$ cat config.mk
export PLATFORM = sky130hd
export DESIGN_NAME = cv32e40p_lsu_obi_pipelined
export DESIGN_NICKNAME = d
export VERILOG_FILES = /design/src/rtl/cv32e40p_lsu_pkg.sv /design/src/rtl/cv32e40p_lsu_resp_fifo.sv /design/src/rtl/cv32e40p_lsu_obi_pipelined.sv
export SDC_FILE = /design/constraint.sdc
export NUM_CORES = 1
export LEC_CHECK = 0
export CAP_MARGIN = 20
export CORE_ASPECT_RATIO = 0.5
export CORE_MARGIN = 5
export CORE_UTILIZATION = 52
export CTS_BUF_LIST = sky130_fd_sc_hd__clkbuf_16
export CTS_CLUSTER_DIAMETER = 80
export DETAILED_ROUTE_END_ITERATION = 6
export GPL_ROUTABILITY_DRIVEN = 1
export PLACE_DENSITY = 0.95
export SYNTH_ARGS = -nofsm -noshare
export SYNTH_HDL_FRONTEND = slang
export SYNTH_SLANG_ARGS = --single-unit
$ cat constraint.sdc
create_clock -name clk -period 9.6 [get_ports clk]
set_input_delay 1.44 -clock clk [delete_from_list [all_inputs] [get_ports clk]]
set_output_delay 1.44 -clock clk [all_outputs]
set_load 0.02 [all_outputs]
$ cat src/rtl/cv32e40p_lsu_pkg.sv
// cv32e40p_lsu_pkg: shared types and byte-enable lookup for the pipelined OBI load/store unit
// Exports: data_type_e, sign_ext_e, split_phase_e, lsu_resp_t (response FIFO entry), lsu_be()
package cv32e40p_lsu_pkg;
  typedef enum logic [1:0] {DT_WORD = 2'b00, DT_HALF = 2'b01, DT_BYTE = 2'b10} data_type_e;
  typedef enum logic [1:0] {SE_ZERO = 2'b00, SE_SIGN = 2'b01, SE_ONE = 2'b10} sign_ext_e;
  typedef enum logic [1:0] {PH_NONE, PH_FIRST, PH_SECOND} split_phase_e;
  typedef struct packed {
    logic         we;
    logic [1:0]   dtype;
    logic [1:0]   offset;
    logic [1:0]   sign_ext;
    split_phase_e phase;
  } lsu_resp_t;
  // dtype[1] set means byte; second beat only ever occurs for word/half
  function automatic logic [3:0] lsu_be(input logic [1:0] dtype, input logic [1:0] off, input logic second);
    if (second) return (dtype == DT_WORD) ? ~(4'b1111 << off) : 4'b0001;
    return dtype[1] ? (4'b0001 << off) : (dtype == DT_HALF) ? (4'b0011 << off) : (4'b1111 << off);
  endfunction
endpackage

$ cat src/rtl/cv32e40p_lsu_resp_fifo.sv
// cv32e40p_lsu_resp_fifo: DEPTH-entry FIFO of per-beat response descriptors
// Ports: clk, rst_n (async, active-low), push_i/data_i, pop_i/data_o (head), full_o, empty_o, count_o
module cv32e40p_lsu_resp_fifo import cv32e40p_lsu_pkg::*; #(
  parameter int DEPTH = 2
) (
  input  logic                         clk,
  input  logic                         rst_n,
  input  logic                         push_i,
  input  lsu_resp_t                    data_i,
  input  logic                         pop_i,
  output lsu_resp_t                    data_o,
  output logic                         full_o,
  output logic                         empty_o,
  output logic [$clog2(DEPTH+1)-1:0]   count_o
);
  localparam int CW = $clog2(DEPTH + 1);
  localparam int PW = (DEPTH > 1) ? $clog2(DEPTH) : 1;
  logic [PW-1:0] wr_q, rd_q;
  logic [CW-1:0] cnt_q;
  lsu_resp_t     mem_q [DEPTH];
  assign data_o  = mem_q[rd_q];
  assign full_o  = cnt_q == CW'(DEPTH);
  assign empty_o = cnt_q == '0;
  assign count_o = cnt_q;
  always_ff @(posedge clk or negedge rst_n)
    if (!rst_n) begin
      wr_q  <= '0;
      rd_q  <= '0;
      cnt_q <= '0;
    end else begin
      if (push_i) wr_q <= (wr_q == PW'(DEPTH - 1)) ? '0 : wr_q + 1'b1;
      if (pop_i) rd_q <= (rd_q == PW'(DEPTH - 1)) ? '0 : rd_q + 1'b1;
      cnt_q <= cnt_q + CW'(push_i) - CW'(pop_i);
    end
  always_ff @(posedge clk)
    if (push_i) mem_q[wr_q] <= data_i;
endmodule

$ cat src/rtl/cv32e40p_lsu_obi_pipelined.sv
// cv32e40p_lsu_obi_pipelined: pipelined OBI load/store unit with internal misaligned-access splitting
// Ports: clk, rst_n (async, active-low); ex_* request from EX with ex_ready_o handshake;
//        wb_rvalid_o/wb_rdata_o/wb_err_o completion to WB; busy_o; data_* OBI master (req/gnt, rvalid)
module cv32e40p_lsu_obi_pipelined import cv32e40p_lsu_pkg::*; #(
  parameter int DEPTH = 2
) (
  input  logic        clk,
  input  logic        rst_n,
  input  logic        ex_req_i,
  input  logic        ex_we_i,
  input  logic [1:0]  ex_type_i,
  input  logic [1:0]  ex_sign_ext_i,
  input  logic [31:0] ex_wdata_i,
  input  logic [1:0]  ex_reg_offset_i,
  input  logic [31:0] ex_op_a_i,
  input  logic [31:0] ex_op_b_i,
  input  logic        ex_useincr_i,
  output logic        ex_ready_o,
  output logic        wb_rvalid_o,
  output logic [31:0] wb_rdata_o,
  output logic        wb_err_o,
  output logic        busy_o,
  output logic        data_req_o,
  input  logic        data_gnt_i,
  output logic [31:0] data_addr_o,
  output logic        data_we_o,
  output logic [3:0]  data_be_o,
  output logic [31:0] data_wdata_o,
  input  logic        data_rvalid_i,
  input  logic [31:0] data_rdata_i,
  input  logic        data_err_i
);
  typedef enum logic {ISSUE, SPLIT} state_e;
  state_e                     state_q, state_d;
  split_phase_e               phase;
  lsu_resp_t                  head;
  logic [$clog2(DEPTH+1)-1:0] count;
  logic [31:0]                addr_int, rdata_q, shd, ld;
  logic [1:0]                 sh;
  logic                       misaligned, full, empty, gnt_ok, pop, err_q, fill;
  assign addr_int     = ex_useincr_i ? ex_op_a_i + ex_op_b_i : ex_op_a_i;
  assign misaligned   = (ex_type_i == DT_WORD && addr_int[1:0] != 2'b00) || (ex_type_i == DT_HALF && addr_int[1:0] == 2'b11);
  assign data_req_o   = ex_req_i & ~full;
  assign gnt_ok       = data_req_o & data_gnt_i;
  assign data_we_o    = ex_we_i;
  assign data_addr_o  = (state_q == SPLIT) ? {addr_int[31:2] + 30'd1, 2'b00} : addr_int;
  assign data_be_o    = lsu_be(ex_type_i, addr_int[1:0], state_q == SPLIT);
  assign sh           = addr_int[1:0] - ex_reg_offset_i;
  assign data_wdata_o = 32'({ex_wdata_i, ex_wdata_i} >> {sh, 3'b000});
  assign busy_o       = count != '0 || state_q == SPLIT;
  always_comb begin
    state_d    = state_q;
    ex_ready_o = 1'b0;
    phase      = PH_NONE;
    if (gnt_ok) begin
      ex_ready_o = state_q == SPLIT || !misaligned;
      phase      = (state_q == SPLIT) ? PH_SECOND : misaligned ? PH_FIRST : PH_NONE;
      state_d    = (state_q == ISSUE && misaligned) ? SPLIT : ISSUE;
    end
  end
  cv32e40p_lsu_resp_fifo #(.DEPTH(DEPTH)) u_fifo (
    .clk     (clk),
    .rst_n   (rst_n),
    .push_i  (gnt_ok),
    .data_i  ('{we: ex_we_i, dtype: ex_type_i, offset: addr_int[1:0], sign_ext: ex_sign_ext_i, phase: phase}),
    .pop_i   (pop),
    .data_o  (head),
    .full_o  (full),
    .empty_o (empty),
    .count_o (count)
  );
  // A stray rvalid with nothing outstanding (e.g. after reset) is dropped
  assign pop         = data_rvalid_i & ~empty;
  assign wb_rvalid_o = pop && head.phase != PH_FIRST;
  assign wb_err_o    = wb_rvalid_o & (data_err_i | (head.phase == PH_SECOND & err_q));
  // Second beat data sits above the first beat so one shift covers every split offset
  assign shd  = 32'(((head.phase == PH_SECOND) ? {data_rdata_i, rdata_q} : {32'b0, data_rdata_i}) >> {head.offset, 3'b000});
  assign fill = (head.sign_ext == SE_SIGN) ? (head.dtype[1] ? shd[7] : shd[15]) : head.sign_ext == SE_ONE;
  assign ld   = (head.dtype == DT_WORD) ? shd : head.dtype[1] ? {{24{fill}}, shd[7:0]} : {{16{fill}}, shd[15:0]};
  assign wb_rdata_o = (wb_rvalid_o && !head.we) ? ld : '0;
  always_ff @(posedge clk or negedge rst_n)
    if (!rst_n) begin
      state_q <= ISSUE;
      rdata_q <= '0;
      err_q   <= 1'b0;
    end else begin
      state_q <= state_d;
      if (pop && head.phase == PH_FIRST) begin
        rdata_q <= data_rdata_i;
        err_q   <= data_err_i;
      end else if (wb_rvalid_o) err_q <= 1'b0;
    end
  always @(posedge clk)
    if (rst_n && data_rvalid_i) assert (!empty) else $warning("lsu: rvalid with no outstanding transaction ignored");
endmodule
==> flow_metrics.tcl, run 1 <==
set metrics [dict create \
    outcome "finished, final reports clean" \
    cpMaxStageDelayCell "clkdlybuf4s50_1" \
    synth_cell_types 83 \
    synth_top_family_by_area "compound AO/OA/AOI/OAI gates" \
    nets 1333 \
    stdcell_area_um2 10400 \
    syn_area_per_cell_um2 8.19 \
    cpMostUsedCell "clkdlybuf4s50_1" \
    dieArea_um2 17600 \
    cts_buffers 5 \
    io_buffers 247 \
    seq_area_frac_synth_pct 19.3 \
    synth.net_count 1127 \
    synth-simple-area-share_pct 21.1 \
    cellLeakagePower_nw 4.22 \
    initial_core_util_pct 53.3 \
    die_x_um 182 \
    synth_edf_count 18 \
    endpoint_kind "output port" \
    cts_setup_buffers 0 \
    num_io_pins 248 \
    critical_path_arrival_ns 5.76 \
    p_sw_share_pct 46.2 \
    ys_ff_latch 56 \
    synthMuxAreaShare_pct 21.7 \
    core_um2 14500 \
    relSlewSlack_pct 24.8 \
    power_w 0.00188 \
    dp_hpwl_mm 21.4 \
    start_kind "input port" \
    hp-start "u_fifo.wr_q" \
    crit_type "in -> out" \
    ant_nets 0 \
    dr.pass1.iters 6 \
    diodes 0 \
    synth_area_um2 7740 \
    worst_slew_pin_slew_ns 1.10 \
    path_depth 13 \
    post_cts_resized 0 \
    switchingPower_w 0.000867 \
    ir_drop_uv 109 \
    rows 31 \
    finalSetupViolCount 0 \
    wl_met1_mm 10.7 \
    first_global_vias 8512 \
    pwr-share-seq_pct 21.7 \
    yosysWarningCount 0 \
    reg2reg_depth 5 \
    fin_ws_ns 2.40 \
    htreeDepth 2 \
    gp_congestion 1.00 \
    dieHeight_um 96.2 \
    r2r_slack_ns 7.40 \
    pre_cts_ws_ns 2.48 \
    path_cells "clkdlybuf4s50_1, ha_1, fa_1, a211oi_2, o21ai_2, a21oi_2, nor3_1, a221oi_1, nand4b_2, or2_1, nor2_1, xnor2_1, clkdlybuf4s50_1" \
    hold_path_end "u_fifo.wr_q" \
    grt_pass1_wl_mm 42.6 \
    internal_power_w 0.00101 \
    vias 8609 \
    cts_root_buf "clkbuf_16" \
    holdPathStages 1 \
    placed_cell_area_um2 10300 \
    antenna_found_initial 0 \
    hp-class "reg -> reg" \
    cts.sink_count 56 \
    synth_flop_cell "dfrtp_1" \
    cts_tree "yes" \
    slowest_delay_ns 0.68 \
    via_per_inst 6.38 \
    fin_crit_sh_pct 75.0 \
    hold_viol 0 \
    synth-xor-area-share_pct 4.75 \
    drv_slew 0 \
    max_freq_mhz 139 \
    synth-async-reset-ratio_pct 67.9 \
    drc_errors 0 \
    critical-path-top-delay-family "compound AO/OA/AOI/OAI gates" \
    cp_data_required_time_ns 8.16 \
    crit_buf_inv 2 \
    drtIter0Drc 940 \
    drive_gt1_share_pct 7.99 \
    synthAdderAreaFrac_pct 6.57 \
    grt_setup_unrepaired "no" \
    reg2reg_to "rdata_q[15]" \
    fin_setup_tns_ns 0 \
    synth_compound_area_share_pct 22.4 \
    route.detailed.wl_per_inst_um 20.2 \
    clock_latency_ns 0.30 \
    grt_max_degree 57 \
    p_clk_share_pct 9.9 \
    rr_startpoint "u_fifo.rd_q" \
    cts_buffer_depth 2 \
    synthCells 945 \
    cts-hold-fix-buffers 0 \
    cap_violations 0 \
    wl_met3_mm 2.51 \
    clk_pin_slew_worst_paths_ns 0.07 \
    highest_layer "met4" \
    powerDensity_nw_per_um2 180 \
    crit_fanout 6 \
    cp-startpoint "ex_op_a_i[0]" \
    min_period_ns 7.20 \
    final.setup_skew_ns 0.00863 \
    p_comb_share_pct 68.4 \
    routed_wl_mm 27.3 \
    grt.overflow.total 0 \
    nFillCells 1138 \
    grt_usage_pct 29.7 \
    area_growth_pct 34.8 \
    dr_wl_met2_mm 13.2 \
]
==> power groups by stage <==
stage / combinational (W) / sequential [W] / clock (W)
floorplan: 0.000837 / 0.000375 / 0
global placement: 0.00121 / 0.000402 / 0
detailed placement: 0.00125 / 0.000411 / 0
CTS: 0.00126 / 0.000406 / 0.000186
global route: 0.00136 / 0.000419 / 0.000194
finish: 0.00128 / 0.000408 / 0.000185
==> Yosys cell counts (all sizes together), types with 10 or more instances <==
master | count | area (um^2)
ha | 39 | 488
xnor2 | 23 | 201
inv | 14 | 52.6
o21a | 10 | 75.1
a221oi | 11 | 96.3
a21o | 16 | 120
buf | 33 | 178
nand2 | 147 | 552
o21ai | 33 | 169
a21oi | 63 | 334
nor2b | 13 | 81.3
mux2 | 37 | 417
nor2 | 60 | 225
a22oi | 13 | 97.6
clkbuf | 24 | 90.1
mux2i | 126 | 1260
dfrtp | 38 | 951
nor3 | 20 | 130
nand3 | 36 | 180
edfxtp | 18 | 541
nand4 | 14 | 109
xor2 | 19 | 166
a211oi | 15 | 135
==> registers in the layout, indices dropped and copies added (netlist names) <==
register / cells
u_fifo.wr_q: 1
rdata_q: 32
u_fifo.rd_q: 1
err_q: 1
state_q: 1
u_fifo.mem_q: 18
u_fifo.count_o: 2
==> layout make-up <==
cell class / count / area [um^2] / area share (%)
clock inverter: 3 / 21.3 / 0.204
timing repair buffer: 256 / 2530 / 24.3
clock buffer: 5 / 125 / 1.20
tap: 198 / 248 / 2.38
inverter: 15 / 56.3 / 0.540
multi-input combinational: 817 / 5960 / 57.1
sequential: 56 / 1490 / 14.3
==> worst max path at each step <==
stage | slack [ns] | endpoint
final | 2.40 | data_addr_o[21]
after global routing | 2.16 | data_addr_o[21]
after CTS | 2.45 | data_addr_o[21]
after detailed placement | 2.48 | data_addr_o[21]
after global placement | 2.61 | data_addr_o[21]
after floorplan | 3.78 | data_wdata_o[0]
==> per-stage QoR <==
step           instances  hold WS [ns]  util (%)
2_1_floorplan        945         0.461         -
3_3_place_gp        1341         0.475      70.8
3_5_place_dp        1341         0.481      70.8
4_1_cts             1349         0.491      71.8
5_1_grt             1350         0.522      71.9
6_report            1350         0.494      71.9
==> cells in the final DEF, fill, tap and decap left out, types with 6 or more instances in the layout <==
cell / synthesis / layout
nor2_1: 60 / 59
a31oi_1: 6 / 6
and3_1: 9 / 9
dfrtp_1: 38 / 38
inv_1: 14 / 14
or3_1: 6 / 6
nand2_1: 147 / 147
buf_4: 8 / 9
a21oi_1: 58 / 58
xor2_1: 19 / 19
ha_1: 39 / 39
nand2b_1: 6 / 6
mux2i_1: 126 / 124
nor3_2: 6 / 6
a21o_1: 16 / 16
nor3_1: 14 / 14
a21boi_0: 9 / 9
nand4_1: 12 / 12
o21a_1: 10 / 10
clkdlybuf4s50_1: 0 / 245
xnor2_1: 23 / 22
o21ai_0: 27 / 27
nor2b_1: 13 / 13
nand3_1: 36 / 36
and2_1: 8 / 8
a211oi_1: 12 / 12
edfxtp_1: 18 / 18
a22oi_1: 13 / 13
a221oi_1: 11 / 11
mux2_2: 37 / 37
==> logic make-up (layout without fill, tap and decap cells) <==
kind of cell | Yosys count | after routing
buffers and inverters | 72 | 279
multiplexers | 163 | 163
flip-flops | 56 | 56
AND/OR/NAND/NOR | 340 | 340
adder cells (fa/ha/maj) | 40 | 40
XOR/XNOR | 42 | 42
AO/OA/AOI/OAI | 232 | 232
==> metal layers <==
metal  vias to the layer above  track usage [%]
met3                        91             4.23
met2                       522             53.6
met5                         -                0
met1                      4060             36.5
li1                       3936                -
met4                         0             10.9
Power figures use the tool's default switching activity.
==> run 2, diff against run 1 <==
--- a/config.mk
+++ b/config.mk
@@ -8,12 +8,12 @@
 export CAP_MARGIN = 20
 export CORE_ASPECT_RATIO = 0.5
 export CORE_MARGIN = 5
-export CORE_UTILIZATION = 52
+export CORE_UTILIZATION = 44
 export CTS_BUF_LIST = sky130_fd_sc_hd__clkbuf_16
 export CTS_CLUSTER_DIAMETER = 80
 export DETAILED_ROUTE_END_ITERATION = 6
 export GPL_ROUTABILITY_DRIVEN = 1
-export PLACE_DENSITY = 0.95
+export PLACE_DENSITY = 0.86
 export SYNTH_ARGS = -nofsm -noshare
 export SYNTH_HDL_FRONTEND = slang
 export SYNTH_SLANG_ARGS = --single-unit
==> constraint.sdc (replaced) <==
create_clock -name clk -period 6.4 [get_ports clk]
set_input_delay 0.96 -clock clk [delete_from_list [all_inputs] [get_ports clk]]
set_output_delay 0.96 -clock clk [all_outputs]
set_load 0.02 [all_outputs]
==> flow_metrics.tcl, run 2 (same netlist as run 1, synthesis figures left out) <==
set metrics [dict create \
    p_clk_share_pct 12.3 \
    nFillCells 1422 \
    p_sw_share_pct 44.5 \
    final.setup_skew_ns 0.00334 \
    crit_buf_inv 2 \
    cellLeakagePower_nw 4.30 \
    vias 8440 \
    dr.pass1.iters 5 \
    slowest_delay_ns 0.62 \
    final_cell_mix "clkdlybuf4s50_1, nand2_1, mux2i_1" \
    cts_root_buf "clkbuf_16" \
    critical-path-top-delay-family "compound AO/OA/AOI/OAI gates" \
    cap_violations 0 \
    clk_pin_slew_worst_paths_ns 0.07 \
    ir_drop_uv 184 \
    cts-hold-fix-buffers 0 \
    dp_hpwl_mm 21.2 \
    cts_buffers 5 \
    antenna_found_initial 0 \
    io_buffers 247 \
    drive_gt1_share_pct 8.78 \
    pwr-share-seq_pct 21.1 \
    internal_power_w 0.00161 \
    cts.sink_count 56 \
    endpoint_kind "output port" \
    cts_setup_buffers 0 \
    hp-class "reg -> reg" \
    fin_ws_ns 0.267 \
    area_growth_pct 37.0 \
    grt_usage_pct 24.8 \
    first_global_vias 8462 \
    gp_congestion 0.985 \
    fin_crit_sh_pct 95.8 \
    drtIter0Drc 719 \
    finalSetupViolCount 0 \
    via_per_inst 6.05 \
    powerDensity_nw_per_um2 274 \
    cpMaxStageDelayCell "clkdlybuf4s50_1" \
    htreeDepth 2 \
    post_cts_resized 0 \
    crit_type "in -> out" \
    dieHeight_um 104 \
    outcome "finished, final reports clean" \
    initial_core_util_pct 44.7 \
    relSlewSlack_pct 40.7 \
    pre_cts_ws_ns 0.330 \
    cts_buffer_depth 2 \
    cp_data_required_time_ns 5.44 \
    final_common_cell "clkdlybuf4s50_1" \
    fin_setup_tns_ns 0 \
    ant_nets 0 \
    grt.overflow.total 0 \
    grt_pass1_wl_mm 43.1 \
    drc_errors 0 \
    routed_wl_mm 27.1 \
    crit_fanout 5 \
    die_x_um 198 \
    multi_input_area_um2 5960 \
    grt_max_degree 56 \
    regMostFlops "rdata_q" \
    diodes 0 \
    p_comb_share_pct 66.7 \
    grt_setup_unrepaired "no" \
    largest_reg_flops 32 \
    switchingPower_w 0.00129 \
    route.detailed.wl_per_inst_um 19.4 \
    worst_slew_pin_slew_ns 0.889 \
    seq_area_um2 1490 \
    core_um2 17300 \
    num_io_pins 248 \
    rows 34 \
    dieArea_um2 20500 \
    cts_tree "yes" \
    path_cells "clkdlybuf4s50_1, ha_1, fa_1, a211oi_2, o21ai_2, a21oi_2, mux2i_1, a32o_1, nand4_2, nor3_2, nand4_1, xor2_1, clkdlybuf4s50_1" \
    hold_viol 0 \
    max_freq_mhz 163 \
    start_kind "input port" \
    clock_latency_ns 0.29 \
    drv_slew 0 \
    nets 1343 \
    min_period_ns 6.13 \
    critical_path_arrival_ns 5.17 \
    cpMostUsedCell "clkdlybuf4s50_1" \
]
[run 2: cell count changes in the layout (fill, tap and decap cells not counted), sizes merged]
cell / previous run / this run
buf: 11 / 21
bufinv: 0 / 2
clkinv: 2 / 1
clkinvlp: 1 / 0
[run 2: final cells by class]
class	count	share of cell area (%)
sequential	56	14.1
inverter	15	0.531
timing repair buffer	266	24.6
multi-input combinational	817	56.2
tap	234	2.76
clock inverter	3	0.649
clock buffer	5	1.18
[run 2: path summary, 6_finish.rpt]
path / from / end / slack [ns] / depth (start not counted)
worst max register to register: u_fifo.rd_q / rdata_q[1] / 4.20 / 5
worst max-delay path: ex_op_a_i[0] / data_addr_o[30] / 0.27 / 13
worst min register to register: u_fifo.wr_q / u_fifo.wr_q / 0.50 / 1
min in group asynchronous: rst_n / rdata_q[10] / 0.78 / 1
max in group asynchronous: rst_n / rdata_q[6] / 5.06 / 1
worst min-delay path: u_fifo.wr_q / u_fifo.wr_q / 0.50 / 1
[run 2: routing by layer]
layer  GRT usage, %  wire length (um)  vias to the layer above
li1               -                 -                     3940
met1           32.8             11400                     4017
met5              0                 0                        -
met3           3.05              1900                       61
met2           42.8             13200                      422
met4           6.43               612                        0
[run 2: power groups by stage]
stage,clock (W),sequential (W),combinational [W]
floorplan,0,0.000562,0.00126
global placement,0,0.000603,0.00185
detailed placement,0,0.000615,0.00190
CTS,0.000359,0.000609,0.00192
global route,0.000375,0.000629,0.00206
finish,0.000356,0.000611,0.00193
[run 2: stage by stage]
stage	std cells	util [%]	hold slack, ns	area (um^2)	total power, W
final	1396	61.2	0.502	10600	0.00290
after global routing	1396	61.2	0.520	10600	0.00307
after CTS	1396	61.2	0.505	10600	0.00289
after detailed placement	1388	60.1	0.494	10400	0.00252
after global placement	1387	60.0	0.480	10400	0.00245
after floorplan	945	-	0.461	7740	0.00182
